$ cat src/rtl/mux_scan_sequencer_pkg.sv
// Shared constants, FSM state type and select-range helpers for the
// mux scan sequencer and its select counter.
package mux_scan_sequencer_pkg;

  localparam int WIDTH = 8;
  localparam int SEL_W = 3;

  typedef enum logic {
    IDLE  = 1'b0,
    SHIFT = 1'b1
  } state_t;

  // First select position of a byte for the given bit order.
  function automatic int unsigned start_idx(input bit msb_first, input int unsigned width);
    return msb_first ? (width - 1) : 0;
  endfunction

  // Last select position of a byte for the given bit order.
  function automatic int unsigned end_idx(input bit msb_first, input int unsigned width);
    return msb_first ? 0 : (width - 1);
  endfunction

endpackage

$ cat src/rtl/mux_sel_counter.sv
// Up/down select counter for the external select tree. Load returns the
// count to its start position, enable steps it by one, and tc flags the
// end position so the owner can stop stepping there.
module mux_sel_counter #(
  parameter int               SEL_W      = 3,
  parameter bit               COUNT_DOWN = 1'b0,
  parameter logic [SEL_W-1:0] START_VAL  = '0,
  parameter logic [SEL_W-1:0] END_VAL    = '1
) (
  input  logic             clk,
  input  logic             rst_n,
  input  logic             load,
  input  logic             en,
  output logic [SEL_W-1:0] count,
  output logic             tc
);

  logic [SEL_W-1:0] count_next;

  // Direction is fixed at elaboration, so only one adder/subtractor exists.
  generate
    if (COUNT_DOWN) begin : g_down
      assign count_next = count - SEL_W'(1);
    end else begin : g_up
      assign count_next = count + SEL_W'(1);
    end
  endgenerate

  assign tc = (count == END_VAL);

  // Load has priority over stepping; the owner never enables at END_VAL.
  always_ff @(posedge clk or negedge rst_n) begin
    if (!rst_n) begin
      count <= START_VAL;
    end else if (load) begin
      count <= START_VAL;
    end else if (en) begin
      count <= count_next;
    end
  end

endmodule

$ cat src/rtl/mux_scan_sequencer.sv
// Control stage in front of an external WIDTH:1 select tree. A byte taken
// over the input handshake is held on the mux data inputs while the select
// walks every position; the mux output comes back on mux_y and is forwarded
// as a serial stream with valid/ready/last.
module mux_scan_sequencer #(
  parameter int WIDTH     = mux_scan_sequencer_pkg::WIDTH,
  parameter int SEL_W     = mux_scan_sequencer_pkg::SEL_W,
  parameter bit MSB_FIRST = 1'b0
) (
  input  logic             clk,
  input  logic             rst_n,
  input  logic             in_valid,
  output logic             in_ready,
  input  logic [WIDTH-1:0] in_data,
  output logic [WIDTH-1:0] mux_i,
  output logic [SEL_W-1:0] mux_s,
  input  logic             mux_y,
  output logic             ser_valid,
  input  logic             ser_ready,
  output logic             ser_bit,
  output logic             ser_last,
  input  logic             abort
);

  import mux_scan_sequencer_pkg::*;

  localparam logic [SEL_W-1:0] START_SEL = SEL_W'(start_idx(MSB_FIRST, WIDTH));
  localparam logic [SEL_W-1:0] END_SEL   = SEL_W'(end_idx(MSB_FIRST, WIDTH));

  state_t state_reg;
  logic   at_end;
  logic   load_hs;
  logic   bit_hs;
  logic   byte_done;
  logic   sel_load;
  logic   sel_step;

  // Serial side is a direct view of the FSM state and the select position;
  // the data bit itself is the combinational return from the external mux.
  assign ser_valid = (state_reg == SHIFT);
  assign ser_last  = ser_valid & at_end;
  assign ser_bit   = mux_y;

  // A new byte may enter while idle, or on the final bit of the current byte
  // so back-to-back bytes stream without a bubble. Abort blocks any load.
  assign in_ready  = ~abort & (~ser_valid | (ser_last & ser_ready));

  assign load_hs   = in_valid & in_ready;
  assign bit_hs    = ser_valid & ser_ready;
  assign byte_done = bit_hs & ser_last;

  // The select is parked at the start position whenever a byte ends, a new
  // byte loads or an abort flushes; it only steps on an accepted non-final bit.
  assign sel_load  = abort | load_hs | byte_done;
  assign sel_step  = bit_hs & ~ser_last;

  mux_sel_counter #(
    .SEL_W     (SEL_W),
    .COUNT_DOWN(MSB_FIRST),
    .START_VAL (START_SEL),
    .END_VAL   (END_SEL)
  ) u_sel_counter (
    .clk  (clk),
    .rst_n(rst_n),
    .load (sel_load),
    .en   (sel_step),
    .count(mux_s),
    .tc   (at_end)
  );

  // Byte capture and IDLE/SHIFT sequencing; abort outranks everything but reset.
  always_ff @(posedge clk or negedge rst_n) begin
    if (!rst_n) begin
      state_reg <= IDLE;
      mux_i     <= '0;
    end else if (abort) begin
      state_reg <= IDLE;
    end else if (load_hs) begin
      state_reg <= SHIFT;
      mux_i     <= in_data;
    end else if (byte_done) begin
      state_reg <= IDLE;
    end
  end

endmodule

$ cat config.mk
export PLATFORM = sky130hd
export DESIGN_NAME = mux_scan_sequencer
export DESIGN_NICKNAME = d
export VERILOG_FILES = /design/src/rtl/mux_scan_sequencer_pkg.sv /design/src/rtl/mux_sel_counter.sv /design/src/rtl/mux_scan_sequencer.sv
export SDC_FILE = /design/constraint.sdc
export NUM_CORES = 1
export LEC_CHECK = 0
export CAP_MARGIN = 40
export CORE_MARGIN = 2
export CORE_UTILIZATION = 39
export DETAILED_ROUTE_END_ITERATION = 8
export MAX_ROUTING_LAYER = met4
export PLACE_DENSITY = 0.8
export SLEW_MARGIN = 20
export SYNTH_ARGS = -nofsm -noshare
export SYNTH_HDL_FRONTEND = slang
export SYNTH_HIERARCHICAL = 1
export SYNTH_SLANG_ARGS = --single-unit
$ cat constraint.sdc
create_clock -name clk -period 4.39 [get_ports clk]
set_input_delay 0.878 -clock clk [delete_from_list [all_inputs] [get_ports clk]]
set_output_delay 0.878 -clock clk [all_outputs]
set_load 0.05 [all_outputs]
After elaboration in Yosys (flattened, before gate mapping) --
Cells that the tools add are included. W data, S select, Z words.
Operators by class: add/sub/neg operators 1, eq/ne operators 1, multiplexer cells 5, bitwise operators 13, reductions and logical operators 3
Operators with widths (number):
- $and A1 B1 Y1 | 7
- $mux W3 | 2
- $add A3 B1 Y3 const B | 1
- $eq A3 B3 Y1 const B | 1
- $mux W1 | 3
- $not A1 Y1 | 3
- $or A1 B1 Y1 | 3
- $reduce_bool A3 Y1 | 1
- $reduce_and A2 Y1 | 1
- $reduce_bool A2 Y1 | 1
Storage, ports and cells: register bits 12, input bits 14, output and inout port bits 15, logic and storage cells 26

Logic depth before layout (Yosys ltp) --
Gate-level depths: netlist (run 1).
word-level depth 9, gate-level depth with buffers 5, depth with buffers taken out 5

Modules after synthesis --
Netlist (run 1), hierarchy kept.
By module, submodules not included:
- mux_scan_sequencer | times used 1, cells an instance 28, area each 397.9 sq um, seq. area each 225.2 sq um
- mux_sel_counter | times used 1, cells an instance 11, area each 140.1 sq um, seq. area each 75.1 sq um

Least setup slack after synthesis (run 1) --
No wires, ideal clock.
path kind reg-to-output, start point register u_sel_counter.count[0], end point output in_ready, arrival time 1.815 ns, required time 3.512 ns, slack 1.697 ns, stages on the path, launching flop included 5, buffers on the path 0, path through dfrtp_1 -> ha_1 -> ha_1 -> a21boi_4 -> nor2_1
On the way: cells in the longest elaborated chain, start to end 5
RTL lines:
- start: declaration | RTL line mux_sel_counter.sv:14 | output logic [SEL_W-1:0] count,
- start signal: assignment | RTL line mux_sel_counter.sv:38 | count <= count_next;
- $eq A3 B3 Y1 | RTL line mux_sel_counter.sv:29 | assign tc = (count == END_VAL);
- via at_end | RTL line mux_scan_sequencer.sv:31 | logic at_end;
- $and A1 B1 Y1 | RTL line mux_scan_sequencer.sv:41 | assign ser_last = ser_valid & at_end;
- $and A1 B1 Y1 | RTL line mux_scan_sequencer.sv:46 | assign in_ready = ~abort & (~ser_valid | (ser_last & ser_ready));
- $or A1 B1 Y1 | RTL line mux_scan_sequencer.sv:46
- $and A1 B1 Y1 | RTL line mux_scan_sequencer.sv:46
- end: declaration | RTL line mux_scan_sequencer.sv:13 | output logic in_ready,
The timed path passes the listed nets, and every way through them passes these cells.

Worst setup path after layout (run 1) --
start point input ser_ready, end point output in_ready
On the way: cells in the longest elaborated chain, start to end 3
RTL lines:
- start: declaration | RTL line mux_scan_sequencer.sv:19 | input logic ser_ready,
- $and A1 B1 Y1 | RTL line mux_scan_sequencer.sv:46
- $or A1 B1 Y1 | RTL line mux_scan_sequencer.sv:46
- $and A1 B1 Y1 | RTL line mux_scan_sequencer.sv:46
No other way between the ends.

==> out/qor.csv, run 1 <==
stage,metric,value,unit
global_route,first-pass GRT wire length,1460,um
cells_and_area,fraction of final layout cells sized beyond drive strength 1,0.221,
sta,setup repair after global routing missed its margin,false,
critical_path,kind of start point of the critical path,input pin,
clock_network,clock slew seen by the registers of the worst setup and hold paths,0.07,ns
route,total iterations of the first detailed-routing run,3,
sta,final cycle utilization of the critical path,0.746,
critical_path,worst path arrival time,2.40,ns
place,Worst Setup Slack post-DPL,1.11,ns
synthesis,share of synthesized area occupied by flip-flops and latches,0.558,
sta,setup-violating endpoint count in the final report,0,
clock_network,setup repair bufs after CTS,0,
clock_network,clock tree from TritonCTS,done,
die,Row Count,13,
route,total number of vias,389,
sta,post-route setup slack,1.11,ns
clock_network,number of buffers created by CTS,3,
sta,tightest slew margin relative to the limit,0.657,
synthesis,"basic-gate share of the synthesized area counting and, or, nand and nor cells",0.112,
clock_network,deepest clock path buffer count,2,
route,number of remaining DRC errors,0,
hold_path,type of the most critical hold path,reg -> reg,
global_route,number of global-route vias before repair,360,
synthesis,number of register bits inferred by synthesis,12,
synthesis,complex-gate fraction of the synthesized area,0.0488,
critical_path,required time of the critical path,3.51,ns
sta,maximum clock frequency,305,MHz
cells_and_area,most frequent cells in the layout,"26 x clkdlybuf4s50_1, 12 x dfrtp_1, 8 x nor2_1, 8 x mux2_2, 3 x clkbuf_4",
global_route,global-route congestion overflow total,0,
sta,number of failing hold endpoints at the final stage,0,
route,via count normalized by instance count,4.69,
clock_network,CTS hold repair buffers,0,
die,effective utilization at floorplan,0.413,
critical_path,Worst Path Max Fanout,4,
die,overall die width,41.1,um
synthesis,Cell variety after synth,12,
route,number of DRC markers after the initial detailed-route iteration,1,
synthesis,number of synthesis warnings,6,
synthesis,dominant combinational cell family by area after synthesis,multiplexers,
place,placed wire-length estimate after detailed placement,735,um
critical_path,kind of end point of the critical path,output port,
power_and_ir_drop,leakage power summed over all cells,0.364,nW
synthesis,mapped cell area,538,um^2
route,routed wire length,955,um
sta,number of pins exceeding their max-slew limit in the final report,0,
clock_network,clock latency on the worst-skew pair,0.26,ns
die,DIE AREA,0.00169,mm^2
cells_and_area,"commonest non-fill, non-tap cell in the layout",clkdlybuf4s50_1,
synthesis,cell count after synthesis,39,
job,Max-cap violations,0,
clock_network,total clock sinks,12,
sta,crit path time final,3.28,ns
cells_and_area,net total in the final layout,85,
synthesis,Synth Net Count,55,
synthesis,average instance area after synthesis,13.8,um^2
global_route,largest net degree at the start of global routing,13,
sta,clk_skew,0.00322,ns
power_and_ir_drop,Power per Cell Area,408,mW/mm^2
clock_network,H-tree lvl count,1,
clock_network,number of gates resized after cts,0,
synthesis,fraction of synthesized area in multiplexers,0.205,
sta,transition time of the tightest slew-check pin,0.513,ns
die,total I/O pin count,29,
clock_network,CTS root buf,clkbuf_4,
critical_path,type of the setup path with the least slack,in -> out,
route,average detailed-routed wire length per instance,11.5,um
die,Die Ht,41.1,um
place,number of buffers inserted by port buffering,26,
synthesis,Adder-Cell Fraction of Synth Area,0.0465,
synthesis,top cell type's share of synthesized area,0.558,
global_route,antenna violations before repair,0,
power_and_ir_drop,worst-case vdd ir drop,227,uV
run_status,run status,"finished, final reports clean",
sta,setup tns final,0,ns
place,Final Wtd Congestion,0.616,
die,core area,0.00130,mm^2
global_route,GRT Resource Usage Total,0.139,
cells_and_area,Area growth syn-to-layout,57.2,%
synthesis,post-synth top area cell,dfrtp_1,
route,antenna-violating nets left,0,
cells_and_area,antenna cell count,0,
synthesis,largest cells by area after synthesis,"dfrtp_1 56%, mux2_2 17%, nor2_1 5.6%",
synthesis,synthesized-area fraction occupied by xor and xnor cells,0.0163,
## cell usage after synthesis (all sizes together)
cell type,n
buf,1
dfrtp,12
ha,2
nor2,8
mux2,8
nand2,1
mux2i,2
nor3b,1
and2,1
xnor2,1
a21boi,1
o21bai,1
## registers in the layout, indices dropped and copies added, names as in the netlist
| register | count |
|---|---|
| mux_i | 8 |
| u_sel_counter/count | 3 |
| ser_valid | 1 |
## critical path, cell delays in order
cell	delay [ns]
clkdlybuf4s50_1	0.53
a21boi_4	0.09
nor2_1	0.10
clkdlybuf4s50_1	0.80
## report_power, final
group / total, mW / switching [mW] / internal (mW) / leakage, nW
Combinational: 0.127 / 0.0762 / 0.0506 / 0.194
Sequential: 0.134 / 0.00867 / 0.126 / 0.148
Clock: 0.0841 / 0.0339 / 0.0503 / 0.0210
Total: 0.345 / 0.119 / 0.227 / 0.364
## final timing paths
kind,start,end,slack (ns),cells past startpoint
min reg2reg,mux_i[6]$_DFFE_PN0P_,mux_i[6]$_DFFE_PN0P_,0.51,1
max reg2reg,u_sel_counter/count[0]$_DFFE_PN0P_,mux_i[7]$_DFFE_PN0P_,2.63,5
min in group asynchronous,rst_n,mux_i[3]$_DFFE_PN0P_,0.95,1
min,mux_i[6]$_DFFE_PN0P_,mux_i[6]$_DFFE_PN0P_,0.51,1
max in group asynchronous,rst_n,mux_i[4]$_DFFE_PN0P_,3.10,1
max,ser_ready,in_ready,1.11,4
## through the flow
step	cells	instance area, um^2	hold slack [ns]	utilization	power, mW
global placement	79	810	0.489	0.622	0.261
global route	83	846	0.532	0.650	0.360
finish	83	846	0.514	0.650	0.345
CTS	83	846	0.517	0.650	0.349
floorplan	39	538	0.582	-	0.216
detailed placement	79	810	0.499	0.622	0.263
## kinds of logic (layout without fill, tap and decap cells)
logic type | after synthesis | count (layout)
AOI/OAI and AO/OA | 2 | 2
buffers and inverters | 1 | 30
DFF | 12 | 12
xor gates and xnor gates | 1 | 1
and+or+nand+nor | 11 | 11
adders and majority gates | 2 | 2
muxes | 10 | 10
## layout make-up
class                      count  area, um^2
fill                         102         455
sequential                    12         300
timing repair buffer          26         260
multi-input combinational     26         230
clock buffer                   4        36.3
tap                           15        18.8
## per-layer routing
metal  GRT usage  vias up  wire, um
li1            -      189         -
met1       0.158      182       428
met2       0.223       18       455
met3      0.0326        0        71
met4      0.0806        0         0
met5           -        -         0
(Power assumes the default switching activity.)
==> inputs of run 2 (changes only) <==
--- a/config.mk
+++ b/config.mk
@@ -7,10 +7,10 @@
 export LEC_CHECK = 0
 export CAP_MARGIN = 40
 export CORE_MARGIN = 2
-export CORE_UTILIZATION = 39
+export CORE_UTILIZATION = 33
 export DETAILED_ROUTE_END_ITERATION = 8
 export MAX_ROUTING_LAYER = met4
-export PLACE_DENSITY = 0.8
+export PLACE_DENSITY = 0.72
 export SLEW_MARGIN = 20
 export SYNTH_ARGS = -nofsm -noshare
 export SYNTH_HDL_FRONTEND = slang
==> constraint.sdc (replaced) <==
create_clock -name clk -period 2.9 [get_ports clk]
set_input_delay 0.58 -clock clk [delete_from_list [all_inputs] [get_ports clk]]
set_output_delay 0.58 -clock clk [all_outputs]
set_load 0.05 [all_outputs]
==> run 2 against run 1 <==
- sequential power up 51%
- first-iteration DRC count stayed put
- register-to-register slack got worse by 1.5 ns
- routed wire length increased by 2.5%
- setup slack lost 0.79 ns
- non-clock buffer count did not move
- cell area is 0.15% lower
- clock skew up 0.0037 ns
- via count grew 1.8%
- combinational power rose by 50%
- critical path depth stayed put
- largest cell class unchanged
- largest power group unchanged
- highest routed layer unchanged
==> out/qor.csv, run 2 (synthesis results as in run 1) <==
stage,metric,value,unit
clock_network,deepest clock path buffer count,2,
clock_network,CTS hold repair buffers,0,
power_and_ir_drop,worst-case vdd ir drop,350,uV
cells_and_area,largest register by flop count,mux_i,
cells_and_area,post-route design area,845,um^2
cells_and_area,Largest register FFs,8,
power_and_ir_drop,Power per Cell Area,619,mW/mm^2
route,via count normalized by instance count,4.71,
critical_path,total buffers and inverters traversed by the critical path,1,
sta,maximum clock frequency,387,MHz
job,Max-cap violations,0,
global_route,number of global-route vias before repair,409,
cells_and_area,Filler Cell Count,142,
place,Final Wtd Congestion,0.700,
route,total number of vias,396,
cells_and_area,"commonest non-fill, non-tap cell in the layout",clkdlybuf4s50_1,
place,placed wire-length estimate after detailed placement,801,um
die,DIE AREA,0.00197,mm^2
critical_path,sequence of cells on the critical path,"ha_1, ha_1, and2_2, clkdlybuf4s50_1",
critical_path,required time of the critical path,2.32,ns
sta,transition time of the tightest slew-check pin,0.533,ns
route,total iterations of the first detailed-routing run,2,
global_route,antenna violations before repair,0,
critical_path,cell class contributing the biggest share of worst-path delay,buffers and inverters,
sta,number of pins exceeding their max-slew limit in the final report,0,
clock_network,clock tree from TritonCTS,done,
clock_network,number of buffers created by CTS,3,
place,total placed instance area,808,um^2
power_and_ir_drop,leakage power summed over all cells,0.365,nW
cells_and_area,register area,300,um^2
critical_path,worst path arrival time,2.00,ns
critical_path,R2R depth,5,
die,overall die width,44.4,um
critical_path,highest cell delay on the worst timing path,0.79,ns
critical_path,cell with the most instances on the worst path,ha_1,
critical_path,Worst Path Max Fanout,3,
critical_path,minimum setup slack among reg-to-reg paths,1.11,ns
cells_and_area,end-of-flow core utilization,0.554,
route,antenna-violating nets left,0,
route,number of DRC markers after the initial detailed-route iteration,1,
cells_and_area,most frequent cells in the layout,"25 x clkdlybuf4s50_1, 12 x dfrtp_1, 8 x nor2_1, 8 x mux2_2, 3 x clkbuf_4",
critical_path,critical path capture point,ser_last,
hold_path,type of the most critical hold path,reg -> reg,
critical_path,kind of start point of the critical path,register,
critical_path,R2R Path End,mux_i[3]$_DFFE_PN0P_,
sta,setup repair after global routing missed its margin,false,
clock_network,H-tree lvl count,1,
run_status,run status,"finished, final reports clean",
die,total I/O pin count,29,
die,effective utilization at floorplan,0.353,
cells_and_area,Area growth syn-to-layout,57.0,%
sta,tightest slew margin relative to the limit,0.644,
critical_path,"Slowest-stage cell, CP",clkdlybuf4s50_1,
global_route,GRT Resource Usage Total,0.119,
route,average detailed-routed wire length per instance,11.7,um
critical_path,cell count along the critical path,4,
global_route,first-pass GRT wire length,1640,um
critical_path,kind of end point of the critical path,output port,
sta,setup-violating endpoint count in the final report,0,
route,routed wire length,979,um
clock_network,CTS root buf,clkbuf_4,
clock_network,setup repair bufs after CTS,0,
place,Worst Setup Slack post-DPL,0.601,ns
clock_network,clock latency on the worst-skew pair,0.27,ns
die,Die Ht,44.4,um
die,Row Count,14,
sta,clk_skew,0.00694,ns
critical_path,critical path startpoint,u_sel_counter/count[0]$_DFFE_PN0P_,
sta,number of failing hold endpoints at the final stage,0,
sta,final cycle utilization of the critical path,0.890,
sta,setup tns final,0,ns
cells_and_area,area of combinational cells with multiple inputs,230,um^2
cells_and_area,antenna cell count,0,
clock_network,clock slew seen by the registers of the worst setup and hold paths,0.08,ns
critical_path,type of the setup path with the least slack,reg -> out,
place,number of buffers inserted by port buffering,26,
cells_and_area,fraction of final layout cells sized beyond drive strength 1,0.235,
cells_and_area,net total in the final layout,85,
sta,post-route setup slack,0.319,ns
clock_network,number of gates resized after cts,0,
global_route,global-route congestion overflow total,0,
critical_path,start of the worst register-to-register path,u_sel_counter/count[0]$_DFFE_PN0P_,
clock_network,total clock sinks,12,
sta,crit path time final,2.58,ns
route,number of remaining DRC errors,0,
die,core area,0.00152,mm^2
global_route,largest net degree at the start of global routing,13,
==> run 2: changes by cell type in the layout (fill, tap and decap cells not counted) <==
cell             previous run  this run
buf_4                       0         1
clkdlybuf4s50_1            26        25
==> run 2: area by class of cell <==
class                   count  share of cell area
clock buffers               4              0.0430
multi-input cells          26               0.273
flip-flops and latches     12               0.356
well taps                  16              0.0237
repair buffers             26               0.305
==> run 2: how the worst min path moves through the flow <==
stage                              start              endpoint  cells past startpoint
floorplan                          rst_n  mux_i[0]$_DFFE_PN0P_                      0
global placement    mux_i[5]$_DFFE_PN0P_  mux_i[5]$_DFFE_PN0P_                      1
detailed placement  mux_i[7]$_DFFE_PN0P_  mux_i[7]$_DFFE_PN0P_                      1
CTS                 mux_i[3]$_DFFE_PN0P_  mux_i[3]$_DFFE_PN0P_                      1
global route        mux_i[3]$_DFFE_PN0P_  mux_i[3]$_DFFE_PN0P_                      1
finish              mux_i[7]$_DFFE_PN0P_  mux_i[7]$_DFFE_PN0P_                      1
==> run 2: metal layers <==
layer / track usage / wire, um / share of wire
met1: 0.127 / 397 / 0.41
met5: - / 0 / 0
met4: 0.0727 / 0 / 0
met2: 0.203 / 511 / 0.52
met3: 0.0204 / 70 / 0.072
==> run 2: power breakdown <==
part | total [mW] | switching, mW | internal, mW
sequential | 0.202 | 0.0118 | 0.190
combinational | 0.191 | 0.115 | 0.0763
clock | 0.130 | 0.0536 | 0.0762
total | 0.523 | 0.180 | 0.343
==> run 2: stage by stage <==
step	total power, mW	cells	hold slack [ns]
finish	0.523	84	0.511
global route	0.548	84	0.537
CTS	0.531	84	0.515
detailed placement	0.399	80	0.497
global placement	0.396	80	0.489
floorplan	0.327	39	0.284
